==> src/rtl/fifo_burst_reader_pkg.sv <==
`default_nettype none
// +----------------------------------------------------------------------+
// | fifo_burst_reader_pkg : shared types and defaults for the burst reader|
// | Revision: 1.0                                                         |
// +----------------------------------------------------------------------+
package fifo_burst_reader_pkg;

    localparam int C_WIDTH_DEFAULT     = 32;
    localparam int C_LEN_WIDTH_DEFAULT = 8;
    localparam int C_STATE_WIDTH       = 2;

    typedef enum logic [C_STATE_WIDTH-1:0] {
        ST_IDLE  = 2'd0,
        ST_READ  = 2'd1,
        ST_DRAIN = 2'd2
    } state_t;

endpackage
`default_nettype wire

==> src/rtl/fifo_burst_reader_if.sv <==
`default_nettype none
// +----------------------------------------------------------------------+
// | fifo_burst_reader_if : control, FIFO read port and output stream      |
// | Revision: 1.0                                                         |
// +----------------------------------------------------------------------+
interface fifo_burst_reader_if
    import fifo_burst_reader_pkg::*;
#(
    parameter int WIDTH     = C_WIDTH_DEFAULT,
    parameter int LEN_WIDTH = C_LEN_WIDTH_DEFAULT
) ();

    logic                 start;
    logic [LEN_WIDTH-1:0] burst_length;
    logic                 busy;
    logic                 done;
    logic                 fifo_read_enable;
    logic [WIDTH-1:0]     fifo_read_data;
    logic                 fifo_empty;
    logic                 out_valid;
    logic                 out_ready;
    logic [WIDTH-1:0]     out_data;
    logic                 out_last;

    // The burst reader itself
    modport slave (
        input  start, burst_length, fifo_read_data, fifo_empty, out_ready,
        output busy, done, fifo_read_enable, out_valid, out_data, out_last
    );

    // The environment: requester, FIFO and downstream sink
    modport master (
        output start, burst_length, fifo_read_data, fifo_empty, out_ready,
        input  busy, done, fifo_read_enable, out_valid, out_data, out_last
    );

endinterface
`default_nettype wire

==> src/rtl/stream_skid_buffer.sv <==
`default_nettype none
// +----------------------------------------------------------------------+
// | stream_skid_buffer : output register plus one-entry skid register     |
// | Revision: 1.0                                                         |
// +----------------------------------------------------------------------+
module stream_skid_buffer #(
    parameter int WIDTH = 33
) (
    input  wire              clk,
    input  wire              reset_n,
    input  wire              i_valid,
    input  wire  [WIDTH-1:0] i_data,
    output logic             o_ready,
    output logic             o_valid,
    input  wire              i_ready,
    output logic [WIDTH-1:0] o_data
);

    logic             r_out_valid;
    logic [WIDTH-1:0] r_out_data;
    logic             r_skid_valid;
    logic [WIDTH-1:0] r_skid_data;
    logic             w_out_fire;

    assign w_out_fire = r_out_valid && i_ready;
    // Upstream ready comes straight from a flop, so no path from i_ready.
    assign o_ready    = !r_skid_valid;
    assign o_valid    = r_out_valid;
    assign o_data     = r_out_data;

    always_ff @(posedge clk or negedge reset_n) begin
        if (!reset_n) begin
            r_out_valid  <= 1'b0;
            r_out_data   <= '0;
            r_skid_valid <= 1'b0;
            r_skid_data  <= '0;
        end else begin
            if (i_valid && !r_skid_valid) begin
                if (!r_out_valid || w_out_fire) begin
                    r_out_valid <= 1'b1;
                    r_out_data  <= i_data;
                end else begin
                    r_skid_valid <= 1'b1;
                    r_skid_data  <= i_data;
                end
            end else if (w_out_fire) begin
                if (r_skid_valid) begin
                    r_out_data   <= r_skid_data;
                    r_skid_valid <= 1'b0;
                end else begin
                    r_out_valid <= 1'b0;
                end
            end
        end
    end

endmodule
`default_nettype wire

==> src/rtl/fifo_burst_reader.sv <==
`default_nettype none
// +----------------------------------------------------------------------+
// | fifo_burst_reader : pops a counted burst from a show-ahead FIFO       |
// | Revision: 1.0                                                         |
// +----------------------------------------------------------------------+
module fifo_burst_reader
    import fifo_burst_reader_pkg::*;
#(
    parameter int WIDTH     = C_WIDTH_DEFAULT,
    parameter int LEN_WIDTH = C_LEN_WIDTH_DEFAULT
) (
    input wire                 clk,
    input wire                 reset_n,
    fifo_burst_reader_if.slave bus
);

    state_t               r_state;
    state_t               w_state_next;
    logic [LEN_WIDTH-1:0] r_remaining;
    logic                 r_done;
    logic                 w_busy;
    logic                 w_pop;
    logic                 w_pop_last;
    logic                 w_skid_ready;
    logic                 w_out_valid;
    logic [WIDTH:0]       w_out_payload;
    logic                 w_last_fire;
    logic                 w_start_idle;

    assign w_start_idle = (r_state == ST_IDLE) && bus.start;
    assign w_pop_last   = (r_remaining == LEN_WIDTH'(1));
    assign w_last_fire  = w_out_valid && bus.out_ready && w_out_payload[WIDTH];

    always_ff @(posedge clk or negedge reset_n) begin
        if (!reset_n) begin
            r_state <= ST_IDLE;
        end else begin
            r_state <= w_state_next;
        end
    end

    always_comb begin
        w_state_next = r_state;
        unique case (r_state)
            ST_IDLE:  if (bus.start && (bus.burst_length != '0)) w_state_next = ST_READ;
            ST_READ:  if (w_pop && w_pop_last)                   w_state_next = ST_DRAIN;
            ST_DRAIN: if (w_last_fire)                           w_state_next = ST_IDLE;
            default:                                             w_state_next = ST_IDLE;
        endcase
    end

    always_comb begin
        w_busy = (r_state != ST_IDLE);
        w_pop  = (r_state == ST_READ) && !bus.fifo_empty
                 && (r_remaining != '0) && w_skid_ready;
    end

    // A zero-length request completes on its own without touching the FIFO.
    always_ff @(posedge clk or negedge reset_n) begin
        if (!reset_n) begin
            r_remaining <= '0;
            r_done      <= 1'b0;
        end else begin
            r_done <= (w_start_idle && (bus.burst_length == '0))
                      || ((r_state == ST_DRAIN) && w_last_fire);
            if (w_start_idle) begin
                r_remaining <= bus.burst_length;
            end else if (w_pop) begin
                r_remaining <= r_remaining - LEN_WIDTH'(1);
            end
        end
    end

    stream_skid_buffer #(
        .WIDTH (WIDTH + 1)
    ) u_skid (
        .clk     (clk),
        .reset_n (reset_n),
        .i_valid (w_pop),
        .i_data  ({w_pop_last, bus.fifo_read_data}),
        .o_ready (w_skid_ready),
        .o_valid (w_out_valid),
        .i_ready (bus.out_ready),
        .o_data  (w_out_payload)
    );

    assign bus.busy             = w_busy;
    assign bus.done             = r_done;
    assign bus.fifo_read_enable = w_pop;
    assign bus.out_valid        = w_out_valid;
    assign bus.out_data         = w_out_payload[WIDTH-1:0];
    assign bus.out_last         = w_out_payload[WIDTH];

endmodule
`default_nettype wire

==> src/flat_wrapper.sv <==
// flat-port wrapper written by rule: the top's interface ports become plain ports
module fifo_burst_reader_flat import fifo_burst_reader_pkg::*;
#(
    parameter int WIDTH     = C_WIDTH_DEFAULT,
    parameter int LEN_WIDTH = C_LEN_WIDTH_DEFAULT
)
  (clk, reset_n, bus_start, bus_burst_length, bus_fifo_read_data, bus_fifo_empty, bus_out_ready, bus_busy, bus_done, bus_fifo_read_enable, bus_out_valid, bus_out_data, bus_out_last);
  fifo_burst_reader_if #(.WIDTH(WIDTH), .LEN_WIDTH(LEN_WIDTH)) bus_i ();
  input wire clk;
  input wire reset_n;
  input wire logic [$bits(bus_i.start)-1:0] bus_start;
  input wire logic [$bits(bus_i.burst_length)-1:0] bus_burst_length;
  input wire logic [$bits(bus_i.fifo_read_data)-1:0] bus_fifo_read_data;
  input wire logic [$bits(bus_i.fifo_empty)-1:0] bus_fifo_empty;
  input wire logic [$bits(bus_i.out_ready)-1:0] bus_out_ready;
  output wire logic [$bits(bus_i.busy)-1:0] bus_busy;
  output wire logic [$bits(bus_i.done)-1:0] bus_done;
  output wire logic [$bits(bus_i.fifo_read_enable)-1:0] bus_fifo_read_enable;
  output wire logic [$bits(bus_i.out_valid)-1:0] bus_out_valid;
  output wire logic [$bits(bus_i.out_data)-1:0] bus_out_data;
  output wire logic [$bits(bus_i.out_last)-1:0] bus_out_last;
  assign bus_i.start = bus_start;
  assign bus_i.burst_length = bus_burst_length;
  assign bus_i.fifo_read_data = bus_fifo_read_data;
  assign bus_i.fifo_empty = bus_fifo_empty;
  assign bus_i.out_ready = bus_out_ready;
  assign bus_busy = bus_i.busy;
  assign bus_done = bus_i.done;
  assign bus_fifo_read_enable = bus_i.fifo_read_enable;
  assign bus_out_valid = bus_i.out_valid;
  assign bus_out_data = bus_i.out_data;
  assign bus_out_last = bus_i.out_last;
  fifo_burst_reader #(.WIDTH(WIDTH), .LEN_WIDTH(LEN_WIDTH)) u_core (.clk(clk), .reset_n(reset_n), .bus(bus_i));
endmodule
==> config.mk <==
export PLATFORM = sky130hd
export DESIGN_NAME = fifo_burst_reader_flat
export DESIGN_NICKNAME = d
export VERILOG_FILES = /design/src/rtl/fifo_burst_reader_pkg.sv /design/src/rtl/fifo_burst_reader_if.sv /design/src/rtl/stream_skid_buffer.sv /design/src/rtl/fifo_burst_reader.sv /design/src/flat_wrapper.sv
export SDC_FILE = /design/constraint.sdc
export NUM_CORES = 1
export LEC_CHECK = 0
export ABC_AREA = 1
export CAP_MARGIN = 20
export CORE_UTILIZATION = 40
export DETAILED_ROUTE_END_ITERATION = 12
export GPL_ROUTABILITY_DRIVEN = 0
export PLACE_DENSITY = 0.65
export SLEW_MARGIN = 0
export SYNTH_ARGS = -nofsm -noshare
export SYNTH_HDL_FRONTEND = slang
export SYNTH_SLANG_ARGS = --single-unit
==> constraint.sdc <==
create_clock -name clk -period 2.1 [get_ports clk]
set_input_delay 0.63 -clock clk [delete_from_list [all_inputs] [get_ports clk]]
set_output_delay 0.63 -clock clk [all_outputs]
set_load 0.01 [all_outputs]
==> results.txt <==
Setup slack on the critical path of the routed design comes to approximately 50 ps. The flow ran to the end, and the final reports show no timing, DRC or antenna violations. The pin count of the biggest net entering global routing is 38.

The final layout contains routed wiring with a total length of a little under 9000 µm. The worst setup path is launched from a register. After layout, the design draws a total of roughly 3300 µW. In this run the horizontal extent of the chip is 100.3 µm.

The final worst-path cycle share is 0.9763. The first global-routing pass estimated approximately 15000 µm of wire. The number of antenna violations at the first check in global routing came to 0.

The total of fill cells in the finished design came out at between 900 and 1000. The worst setup skew after layout came out at about 11 ps. The y dimension of the die came out at about 100 µm.

The number of max-cap violations came out at 0. CTS saw 79 sinks. The post-route DRC violation count is 0.

The met3 layer wire length in the routed design came out at about 330 µm. In this run, CTS created clock tree buffers numbering 9. The TritonCTS clock tree is yes. The total inserted antenna cells is 0. The critical register-to-register path endpoint is u_core.u_skid.o_data[20]. The cell area after layout is 5102 µm².

Counting distinct cell types in the post-synthesis netlist gives 26. The required time reported for the critical path endpoint is about 1500 ps. The worst register-to-register path begins at u_core.r_state[1]. The critical path in this run is classified as reg2out.

The total half-perimeter wirelength after legalization and detailed placement came out at roughly 6000 µm. The maximum number of buffers from clock root to sink is 2. For the worst-skew pair, the clock arrives at the later sink with an insertion delay of approximately 340 ps. The final net count came out at roughly 640. The wire length the detailed router placed on met1 came out at about 4200 µm. Pin placement for this block handled 82 I/O pins. The internal reg-to-reg setup slack is ~140 ps. For this run the aggregate overflow at the end of global routing stands at 0. The netlist area before placement came out at just under 4000 µm².

The final sum of negative setup slack came out at 0 ps. The worst reg2reg path depth came out at 10. The minimum clock period after layout came out at approximately 2000 ps. For this run, the detailed router's first-pass iteration total came to 4. Port buffering added 81 buffers.

The maximum level of the CTS H-tree is 3. The count of hold buffers inserted by post-cts repair came out at 0. For this block, the initial DRC count from the detailed router was 81. The number of global-route vias before repair is 3295. The worst-path maximum fanout came out at 3.

Following the worst setup path forward leads to its endpoint at bus_busy. The met2 layer wire length in the routed design is around 4100 µm. Once detail routing completed, the nets flagged for antenna violations numbered 0.

The synthesis-to-finish area growth came out at 32.10%. The worst voltage drop across the vdd grid is ~340 µV. Measured on the finished design, the core utilization comes to 0.5496.

The average instance area after synthesis is around 7.7 µm². Of the synthesized area, sequential elements account for 0.5118. The actual slew at the worst max-slew pin is 481.3 ps. The overall routing resource usage is 0.1906. The via count normalized by instance count is 4.630.

Once placement finished, the instance area stood at 4867 µm². The count of flip-flops with a built-in enable after synthesis came out at 0. The analysis attributes to cell leakage a power of roughly 0.0027 µW. The arrival time at the worst endpoint came out at 1420 ps. The power density relative to cell area is 653.3 nW/µm². The highest layer touched by signal routing is met4. The count of endpoints failing hold in the final timing report came out at 0. The routed length per placed instance is 12.06 µm. The worst slack at placement is -473.5 ps. The worst hold path belongs to the class in2async.

The share of flip-flops with an asynchronous set or reset came out at 1.000. The dominant synthesized flop cell is sky130_fd_sc_hd__dfrtp_1. Synthesis inferred 79 register bits. The area inside the core boundary is about 9300 µm². Tracing the worst setup path back leads to its startpoint at u_core.r_state[1]. The total die area is a little over 10000 µm².

Synthesis handed over a netlist of about 500 instances. The maximum clock frequency came out at 487.8 MHz. In the final layout, the share of cells above drive strength 1 is 0.09516.

The number of endpoints failing setup at the final stage is 0. The initial core utilization came out at 0.4160. The total number of yosys warnings came out at 0. The total vias in the final route came out at 3371.

The type of element capturing the critical path is an output port. The tightest slew margin relative to the limit came out at 0.6792. The final-report max-slew violation count is 0.

The master cell of the clock root buffer is sky130_fd_sc_hd__clkbuf_8. The number of placement rows came out at 35. The post-synth net total came out at about 550. Clock-pin slew was measured on the worst setup and hold paths at approximately 90 ps.
## synth_stat cells (2+ instances only)
cell / number / area, µm²
sky130_fd_sc_hd__nand2_1: 239 / 897.1
sky130_fd_sc_hd__dfrtp_1: 79 / 1977
sky130_fd_sc_hd__nand3_1: 47 / 235.2
sky130_fd_sc_hd__inv_1: 45 / 168.9
sky130_fd_sc_hd__o21ai_0: 21 / 105.1
sky130_fd_sc_hd__o21ai_1: 15 / 75.07
sky130_fd_sc_hd__buf_2: 7 / 35.03
sky130_fd_sc_hd__nor2_1: 7 / 26.28
sky130_fd_sc_hd__buf_4: 6 / 45.04
sky130_fd_sc_hd__buf_6: 6 / 67.56
sky130_fd_sc_hd__inv_2: 5 / 18.77
sky130_fd_sc_hd__clkbuf_1: 4 / 15.01
sky130_fd_sc_hd__ha_1: 3 / 37.54
sky130_fd_sc_hd__nand2_2: 3 / 18.77
sky130_fd_sc_hd__a21oi_1: 2 / 10.01
sky130_fd_sc_hd__nand2_4: 2 / 22.52
sky130_fd_sc_hd__nor2_2: 2 / 12.51
sky130_fd_sc_hd__nor4_1: 2 / 12.51
sky130_fd_sc_hd__xor2_1: 2 / 17.52
## state kept, by name, summed over array words and instances (netlist names)
register	flops
u_core.u_skid.o_data	33
u_core.u_skid.r_skid_data	33
u_core.u_skid.o_valid	1
u_core.bus.done	1
u_core.r_state	2
u_core.r_remaining	8
u_core.u_skid.r_skid_valid	1
## critical path: stages (launching register included)
cell	delay (ps)
sky130_fd_sc_hd__dfrtp_1	410
sky130_fd_sc_hd__nor2_2	150
sky130_fd_sc_hd__inv_1	60
sky130_fd_sc_hd__clkdlybuf4s50_1	470
## cell families after synthesis
logic type | Yosys count | synth area share
flip-flops | 79 | 0.5118
AO/OA/AOI/OAI | 40 | 0.05313
AND/OR/NAND/NOR | 305 | 0.3262
buffers and inverters | 74 | 0.09232
adder cells (fa/ha/maj) | 3 | 0.009719
XOR/XNOR | 3 | 0.006804
## placed cells by master, fill, tap and decap left out, drive strengths merged, types with 2 or more instances in the layout
master | synthesis | layout
clkbuf | 4 | 10
nor4 | 2 | 2
a21oi | 2 | 2
o21ai | 37 | 37
nand3 | 48 | 48
buf | 19 | 23
dfrtp | 79 | 79
inv | 51 | 52
nand2 | 244 | 244
ha | 3 | 3
xor2 | 2 | 2
clkinv | 0 | 3
nor2 | 10 | 10
clkdlybuf4s50 | 0 | 78
## worst min path at each step
stage / from / end / cells after the start
floorplan: reset_n / u_core.bus.done / 0
global placement: u_core.u_skid.o_data[12] / u_core.u_skid.o_data[12] / 2
detailed placement: u_core.u_skid.o_data[14] / u_core.u_skid.o_data[14] / 2
CTS: reset_n / u_core.u_skid.o_data[13] / 1
global route: reset_n / u_core.u_skid.o_data[13] / 1
finish: reset_n / u_core.u_skid.o_data[13] / 1
## report_power, final
group | switching [µW] | internal [µW]
clock | 578 | 556
sequential | 58.5 | 1570
combinational | 307 | 259
total | 943 | 2390
## timing repair
action	CTS	global route
gates resized for setup	8	2
buffers inserted	1	4
setup endpoints to repair	4	35
pin swaps	1	3
## layout make-up
| type | count | area [µm²] | share of cell area |
|---|---|---|---|
| inverters | 51 | 193.9 | 0.03801 |
| repair buffers | 102 | 1032 | 0.2023 |
| multi-input cells | 351 | 1541 | 0.3021 |
| clock inverters | 6 | 68.82 | 0.01349 |
| clock buffers | 10 | 127.6 | 0.02501 |
| well taps | 129 | 161.4 | 0.03163 |
| flip-flops and latches | 79 | 1977 | 0.3874 |
## layer usage
layer / GRT usage / up-vias
li1: - / 1737
met1: 0.2531 / 1540
met2: 0.3156 / 84
met3: 0.02925 / 10
met4: 0.07023 / 0
met5: 0 / -
## metrics by stage
step | cells | hold slack [ps]
after global placement | 708 | 460.3
final | 728 | 239.4
after global routing | 728 | 258.8
after detailed placement | 708 | 465.2
after CTS | 724 | 238.9
after floorplan | 504 | 334.4
No activity file was read; power rests on OpenSTA's default activity.
